--- src/rtl/vga_pkg.sv ---
// Shared VGA timing types and the two standard mode tables.
package vga_pkg;

  typedef struct packed {
    logic [15:0] h_active;
    logic [15:0] h_total;
    logic [15:0] h_sync_start;
    logic [15:0] h_sync_end;
    logic        h_pol;
    logic [15:0] v_active;
    logic [15:0] v_total;
    logic [15:0] v_sync_start;
    logic [15:0] v_sync_end;
    logic        v_pol;
  } vga_mode_t;

  localparam vga_mode_t VGA_MODE_1024X768 = '{
    h_active: 16'd1024, h_total: 16'd1344, h_sync_start: 16'd1048, h_sync_end: 16'd1183,
    h_pol: 1'b0,
    v_active: 16'd768, v_total: 16'd806, v_sync_start: 16'd771, v_sync_end: 16'd776,
    v_pol: 1'b0
  };

  localparam vga_mode_t VGA_MODE_800X600 = '{
    h_active: 16'd800, h_total: 16'd1056, h_sync_start: 16'd840, h_sync_end: 16'd967,
    h_pol: 1'b1,
    v_active: 16'd600, v_total: 16'd628, v_sync_start: 16'd601, v_sync_end: 16'd604,
    v_pol: 1'b1
  };

endpackage

--- src/rtl/vga_sync_decode.sv ---
// Combinational decode of a raster position into sync and blanking levels.
import vga_pkg::*;

module vga_sync_decode #(
  parameter int unsigned H_CNT_W = 11,
  parameter int unsigned V_CNT_W = 10
) (
  input  logic [H_CNT_W-1:0] hcount,
  input  logic [V_CNT_W-1:0] vcount,
  input  vga_mode_t          mode,
  output logic               hsync,
  output logic               vsync,
  output logic               hblnk,
  output logic               vblnk
);

  logic [15:0] h_pos;
  logic [15:0] v_pos;

  // Totals belong to the counter logic in the top level, not to this decode.
  logic unused_totals;
  assign unused_totals = ^{mode.h_total, mode.v_total};

  // Inclusive sync windows driven at the mode's polarity; blanking past the active area.
  always_comb begin
    h_pos = 16'(hcount);
    v_pos = 16'(vcount);
    hsync = ((h_pos >= mode.h_sync_start) && (h_pos <= mode.h_sync_end)) ? mode.h_pol : ~mode.h_pol;
    vsync = ((v_pos >= mode.v_sync_start) && (v_pos <= mode.v_sync_end)) ? mode.v_pol : ~mode.v_pol;
    hblnk = (h_pos >= mode.h_active);
    vblnk = (v_pos >= mode.v_active);
  end

endmodule

--- src/rtl/vga_timing_gen.sv ---
// VGA raster timing generator with two modes switched only at the frame wrap.
import vga_pkg::*;

module vga_timing_gen #(
  parameter int unsigned H_CNT_W    = 11,
  parameter int unsigned V_CNT_W    = 10,
  parameter vga_mode_t   MODE0      = VGA_MODE_1024X768,
  parameter vga_mode_t   MODE1      = VGA_MODE_800X600,
  parameter logic        RESET_MODE = 1'b0
) (
  input  logic               clk,
  input  logic               rst_n,
  input  logic               mode_sel,
  output logic [H_CNT_W-1:0] hcount,
  output logic [V_CNT_W-1:0] vcount,
  output logic               hsync,
  output logic               vsync,
  output logic               hblnk,
  output logic               vblnk,
  output logic               frame_start,
  output logic               mode_active
);

  localparam vga_mode_t RST_CFG = RESET_MODE ? MODE1 : MODE0;

  vga_mode_t          cur_cfg;
  vga_mode_t          nxt_cfg;
  logic               line_end;
  logic               frame_end;
  logic               mode_nxt;
  logic [H_CNT_W-1:0] hcount_nxt;
  logic [V_CNT_W-1:0] vcount_nxt;
  logic               hsync_nxt;
  logic               vsync_nxt;
  logic               hblnk_nxt;
  logic               vblnk_nxt;

  // Next-state counters and mode; the mode only changes on the frame-wrap edge.
  always_comb begin
    cur_cfg    = mode_active ? MODE1 : MODE0;
    line_end   = (hcount == H_CNT_W'(cur_cfg.h_total - 16'd1));
    frame_end  = line_end && (vcount == V_CNT_W'(cur_cfg.v_total - 16'd1));
    mode_nxt   = frame_end ? mode_sel : mode_active;
    hcount_nxt = line_end ? '0 : hcount + H_CNT_W'(1);
    vcount_nxt = vcount;
    if (line_end) begin
      vcount_nxt = frame_end ? '0 : vcount + V_CNT_W'(1);
    end
    nxt_cfg    = mode_nxt ? MODE1 : MODE0;
  end

  // Decoding the next-state position keeps syncs and blanks aligned with the counters.
  vga_sync_decode #(
    .H_CNT_W (H_CNT_W),
    .V_CNT_W (V_CNT_W)
  ) u_decode (
    .hcount (hcount_nxt),
    .vcount (vcount_nxt),
    .mode   (nxt_cfg),
    .hsync  (hsync_nxt),
    .vsync  (vsync_nxt),
    .hblnk  (hblnk_nxt),
    .vblnk  (vblnk_nxt)
  );

  // Output and state registers.
  always_ff @(posedge clk or negedge rst_n) begin
    if (!rst_n) begin
      hcount      <= '0;
      vcount      <= '0;
      hsync       <= ~RST_CFG.h_pol;
      vsync       <= ~RST_CFG.v_pol;
      hblnk       <= 1'b0;
      vblnk       <= 1'b0;
      frame_start <= 1'b0;
      mode_active <= RESET_MODE;
    end else begin
      hcount      <= hcount_nxt;
      vcount      <= vcount_nxt;
      hsync       <= hsync_nxt;
      vsync       <= vsync_nxt;
      hblnk       <= hblnk_nxt;
      vblnk       <= vblnk_nxt;
      frame_start <= frame_end;
      mode_active <= mode_nxt;
    end
  end

endmodule

--- config.mk ---
export PLATFORM = sky130hd
export DESIGN_NAME = vga_timing_gen
export DESIGN_NICKNAME = d
export VERILOG_FILES = /design/src/rtl/vga_pkg.sv /design/src/rtl/vga_sync_decode.sv /design/src/rtl/vga_timing_gen.sv
export SDC_FILE = /design/constraint.sdc
export NUM_CORES = 1
export LEC_CHECK = 0
export CORE_ASPECT_RATIO = 1.4
export CORE_MARGIN = 5
export CORE_UTILIZATION = 35
export CTS_CLUSTER_DIAMETER = 150
export DETAILED_ROUTE_END_ITERATION = 8
export REMOVE_ABC_BUFFERS = 1
export SLEW_MARGIN = 30
export SYNTH_ARGS = -nofsm -noshare
export SYNTH_HDL_FRONTEND = slang
export SYNTH_SLANG_ARGS = --single-unit
--- constraint.sdc ---
create_clock -name clk -period 3.67 [get_ports clk]
set_input_delay 0.734 -clock clk [delete_from_list [all_inputs] [get_ports clk]]
set_output_delay 0.734 -clock clk [all_outputs]
set_load 0.02 [all_outputs]
After elaboration in Yosys (flattened, before gate mapping)
Index checks and enable logic that the tools add are counted.

Bits in registers: 27. Input port bits: 3. Output and inout bits: 27. Logic and storage cells: 33.

$add $sub $neg: 4. $lt $le $gt $ge: 6. Equal/unequal tests: 2. Mux-type cells: 8. Bitwise gates (word level): 2. Reduce and logical (&&, ||, !) cells: 3.

Operators by type and width (count): 125-bit 2-to-1 mux (1); 107-bit 2-to-1 mux (1); 10-bit by 16-bit greater-or-equal comparator with 1-bit output (2); 10-bit 2-to-1 mux (2); 11-bit by 16-bit greater-or-equal comparator with 1-bit output (1); 10-bit by 16-bit <= comparator with 1-bit output (1); 11-bit by 16-bit <= comparator with 1-bit output (1); 11-bit by 1-bit adder with 11-bit output (second input constant) (1); 11-bit equality test (1); 11-bit greater-or-equal comparator (1); 11-bit 2-to-1 mux (1); 11-bit by 1-bit subtractor with 11-bit output (second input constant) (1); 10-bit by 1-bit adder with 10-bit output (second input constant) (1); 10-bit equality test (1); 10-bit by 1-bit subtractor with 10-bit output (second input constant) (1); 1-bit logical AND (3); 1-bit 2-to-1 mux (3); 1-bit inverter (2).

Depth between registers and ports, before layout
Depth after elaboration: 9. Gate-level depth with buffers: 14. Gate-level depth less buffers: 13.

Cells and area by module
From an unflattened synthesis, not the netlist that was laid out.

Cell total of the unflattened synthesis: 341. Area total of the unflattened synthesis: 2932.8 um2.

Modules (own cells, without submodules): vga_sync_decode (instances 1, cells each 226, area an instance 1662.8 um2, seq. area each 0.0 um2); vga_timing_gen (instances 1, cells each 115, area an instance 1270.0 um2, seq. area each 678.2 um2).

Worst setup path before layout
OpenSTA, ideal clock, no wires.

Kind: reg2reg. Start point: reg hcount[6]. End point: reg hsync. Setup time: 0.089 ns. Arrival time: 3.755 ns. Required time: 3.581 ns. Setup slack: -0.173 ns. Cell stages (with the launch flop): 13. Buffers on the path: 1. Period minus slack after synthesis: 3.843 ns. Path through: dfrtp_1 > or4b_4 > a211o_1 > buf_6 > nor4b_4 > mux2i_1 > inv_1 > ha_1 > a211o_1 > a211o_1 > nand4_1 > a21oi_1 > xnor2_1.

Longest elaborated chain between the ends: 7. Elaborated cells between the ends (all ways): 11. Classes of those cells: 1 x add/sub; 2 x order compare; 1 x eq/ne; 4 x mux; 1 x bitwise; 2 x reduce/logical.

Ends and longest elaborated chain: from (decl) (line vga_timing_gen.sv:14) `output logic [H_CNT_W-1:0] hcount,`; from (signal assigned) (line vga_timing_gen.sv:78) `hcount <= hcount_nxt;`; 11-bit equality test (*) (line vga_timing_gen.sv:41) `line_end = (hcount == H_CNT_W'(cur_cfg.h_total - 16'd1));`; 1-bit logical AND (*) (line vga_timing_gen.sv:42) `frame_end = line_end && (vcount == V_CNT_W'(cur_cfg.v_total - 16'd1));`; net frame_end (line vga_timing_gen.sv:29) `logic frame_end;`; 1-bit 2-to-1 mux (*) (line vga_timing_gen.sv:43) `mode_nxt = frame_end ? mode_sel : mode_active;`; net mode_nxt (line vga_timing_gen.sv:30) `logic mode_nxt;`; 125-bit 2-to-1 mux (*) (line vga_timing_gen.sv:49) `nxt_cfg = mode_nxt ? MODE1 : MODE0;`; 11-bit by 16-bit greater-or-equal comparator with 1-bit output or 11-bit by 16-bit <= comparator with 1-bit output (tied branches) (line vga_sync_decode.sv:28) `hsync = ((h_pos >= mode.h_sync_start) && (h_pos <= mode.h_sync_end)) ? mode.h_pol : ~mode.h_pol;`; 1-bit logical AND (line vga_sync_decode.sv:28); 1-bit 2-to-1 mux (*) (line vga_sync_decode.sv:28); net hsync_nxt (line vga_timing_gen.sv:33) `logic hsync_nxt;`; to (signal assigned) (line vga_timing_gen.sv:71) `hsync <= ~RST_CFG.h_pol;`; to (signal assigned) (line vga_timing_gen.sv:80) `hsync <= hsync_nxt;`; to (decl) (line vga_timing_gen.sv:16) `output logic hsync,`.

Mark *: on every way through the listed nets, which the timed path passes. The rest lies on a longest branch.

Worst setup path after layout
Start point: reg hcount[9]. End point: reg vsync.

Longest elaborated chain between the ends: 7. Elaborated cells between the ends (all ways): 11. Classes of those cells: 2 x order compare; 1 x eq/ne; 5 x mux; 1 x bitwise; 2 x reduce/logical.

Ends and longest elaborated chain: 11-bit equality test (*) (line vga_timing_gen.sv:41); 1-bit logical AND (*) (line vga_timing_gen.sv:42); net frame_end (line vga_timing_gen.sv:29); 10-bit 2-to-1 mux or 1-bit 2-to-1 mux (tied branches) (line vga_timing_gen.sv:47, vga_timing_gen.sv:43); 10-bit 2-to-1 mux or 125-bit 2-to-1 mux (tied branches) (line vga_timing_gen.sv:46, vga_timing_gen.sv:49); 10-bit by 16-bit greater-or-equal comparator with 1-bit output or 10-bit by 16-bit <= comparator with 1-bit output (tied branches) (line vga_sync_decode.sv:29) `vsync = ((v_pos >= mode.v_sync_start) && (v_pos <= mode.v_sync_end)) ? mode.v_pol : ~mode.v_pol;`; 1-bit logical AND (line vga_sync_decode.sv:29); 1-bit 2-to-1 mux (*) (line vga_sync_decode.sv:29); net u_decode.vsync (line vga_sync_decode.sv:12) `output logic vsync,`; to (signal assigned) (line vga_timing_gen.sv:72) `vsync <= ~RST_CFG.v_pol;`; to (signal assigned) (line vga_timing_gen.sv:81) `vsync <= vsync_nxt;`; to (decl) (line vga_timing_gen.sv:17) `output logic vsync,`.

Marks and branches as above.

==> impl_metrics.toml <==
[pwr]
swShare = 0.216
leakage_uw = 0.000966
combPwrFrac = 0.018
internal_power_uw = 377
ir_drop_mv = 0.110
clockPowerShare = 0.364
p_seq_frac = 0.618
power_switching_uw = 104
powerDensity_nw_per_um2 = 219

[final_layout]
layout_commonest_cell = "clkdlybuf4s50_1"
area_growth_pct = 27.6
final_area_um2 = 2200
final_util = 0.458
drive_gt1_frac = 0.0986
layout.nets = 234
finalNonFillerCells = 277
fillers = 507
final_cell_mix = "clkdlybuf4s50_1, dfrtp_1, ha_1, nand2_1, nand3_1"
num_antenna_cells = 0

[logic_synthesis]
synthFlopType = "dfrtp_1"
synth-seq-cells = 27
synth_cells = 173
yosysSeqAreaShare = 0.394
synth_area_um2 = 1720
synth_edf_count = 0
synth_warnings = 0
synth.distinct_cells = 40
ys_async_sr_fraction = 1.00
synth_area_per_cell_um2 = 9.96

[cts]
clk_pin_slew_ps = 100
cts-root-buf = "clkbuf_8"
cts_buffers = 3
post_cts_buffers = 0
ctsHtreeMaxLevel = 1
clk_latency_ps = 280
cts.sinks = 27
cts_max_path_buffers = 2
cts_tree = "built"
post_cts_resized = 0
ctsHoldBuffers = 0

[worst_setup_path]
critPathMaxFanout = 4
worst_path_max_delay_cell = "or4b_4"
cp_num_buf_inv = 1
required_ps = 3870
rr_worst_depth = 11
cp-end-kind = "flip-flop"
critPathKind = "reg2reg"
start_kind = "flip-flop"
cp_num_cells = 11
worst-endpoint-arrival_ps = 3630
cpLargestDelayFamily = "compound AO/OA/AOI/OAI gates"
worstPathCellList = "or4b_4 > a211o_1 > nor4b_4 > mux2i_2 > ha_1 > inv_1 > a211oi_2 > a2111oi_4 > a32oi_1 > a311oi_1 > xnor2_1"
critical_path.max_stage_delay_ps = 550

[floorplanning]
die-area_um2 = 6450
start_util = 0.359
ios = 30
rows = 30
die_h_um = 93.0
core_area_um2 = 4800
die_x_um = 69.3

[timing]
worst_slack_ps = 234
fmax_ghz = 0.291
tns_ps = 0
worst_pin_slew_ps = 496
slew_violations = 0
max_slew_margin = 0.669
hold_viol = 0
final-setup-viol-count = 0
fin_crit_sh = 0.936
skew_ps = 9.54
rsz0062_at_grt = "no"
finalCriticalPeriod_ps = 3440

[worst_hold_path]
hold_path_class = "reg2reg"
hold_path_depth = 1

[detailed_routing]
vias = 1459
drc_errors = 0
wire_per_inst_um = 15.6
totalWireLength_mm = 4.32
ant_nets = 0
drt_iter0_drc = 57
drt_pass1_iterations = 4
via_per_inst = 5.27

[job]
maxCapViolCount = 0

[placement]
numPortBuffers = 29
pre_cts_ws_ps = 228
dp_cells = 273
gp_congestion = 0.838
dpl.hpwl_mm = 3.41
post_dp_cell_area_um2 = 2150

[global_routing]
grt_pass1_vias = 1480
grt_pass1_wl_mm = 7.31
grt_max_degree = 28
antenna_found_initial = 0
gr-total-overflow = 0
grt_usage = 0.143

[status]
outcome = "finished clean"
-- power groups by stage --
stage | clock network, uW | registers, uW | logic (uW)
CTS | 188 | 297 | 9.27
global placement | 0 | 303 | 9.39
detailed placement | 0 | 303 | 9.25
finish | 175 | 297 | 8.73
floorplan | 0 | 303 | 0.0258
global route | 198 | 298 | 10.5
-- cells in the mapped netlist, types with 2 or more instances --
master   count  area (um2)
a211o_1      3        26.3
a21o_1       3        22.5
a21oi_1     10        50.1
a22oi_1      2        15.0
and4_1       2        17.5
dfrtp_1     25         626
dfstp_2      2        52.6
ha_1        17         213
inv_1        9        33.8
nand2_1     13        48.8
nand3_1     12        60.1
nand4_1      7        43.8
nor2_1       9        33.8
nor2b_1      2        12.5
nor3_1       6        30.0
o21ai_0      8        40.0
o31ai_1      2        15.0
or3_1        4        25.0
or4_1        2        15.0
xnor2_1      7        61.3
xor2_1       9        78.8
-- per-layer routing --
metal  vias to the layer above  part of all wire  track usage
met4                         0             0.032       0.0765
met2                        28              0.54        0.273
met1                       706              0.41        0.151
met3                        10             0.022       0.0161
met5                         -                 0            0
li1                        715                 -            -
-- path summary, 6_finish.rpt --
check	from	endpoint	slack, ps
worst max-delay path	hcount[9]	vsync	230
worst min-delay path	hcount[0]	hcount[0]	540
worst max register to register	hcount[9]	vsync	230
worst min register to register	hcount[0]	hcount[0]	540
max in group asynchronous	rst_n	hsync	2540
min in group asynchronous	rst_n	vcount[4]	830
-- stage by stage --
stage | hold WS [ps] | total power (uW)
final | 539 | 481
after global routing | 599 | 506
after detailed placement | 526 | 312
after floorplan | 438 | 303
after CTS | 548 | 495
after global placement | 510 | 313
-- final cells by class --
| class | instances | area, um2 | area share |
|---|---|---|---|
| multi-input combinational | 135 | 1000 | 0.455 |
| sequential | 27 | 678 | 0.308 |
| timing repair buffer | 38 | 358 | 0.163 |
| clock inverter | 1 | 7.51 | 0.00341 |
| clock buffer | 3 | 41.3 | 0.0188 |
| inverter | 9 | 33.8 | 0.0154 |
| tap | 64 | 80.1 | 0.0364 |
-- registers in the layout (all words and copies together), names as in the netlist --
name,count
mode_active,1
hblnk,1
hsync,1
hcount,11
vcount,10
vblnk,1
vsync,1
frame_start,1
-- logic make-up after synthesis --
group	synth area share
xor gates and xnor gates	0.0813
buffers and inverters	0.0283
and+or+nand+nor	0.222
muxes	0.00581
AOI/OAI and AO/OA	0.145
DFF	0.394
adders and majority gates	0.123
(Power assumes the default switching activity.)
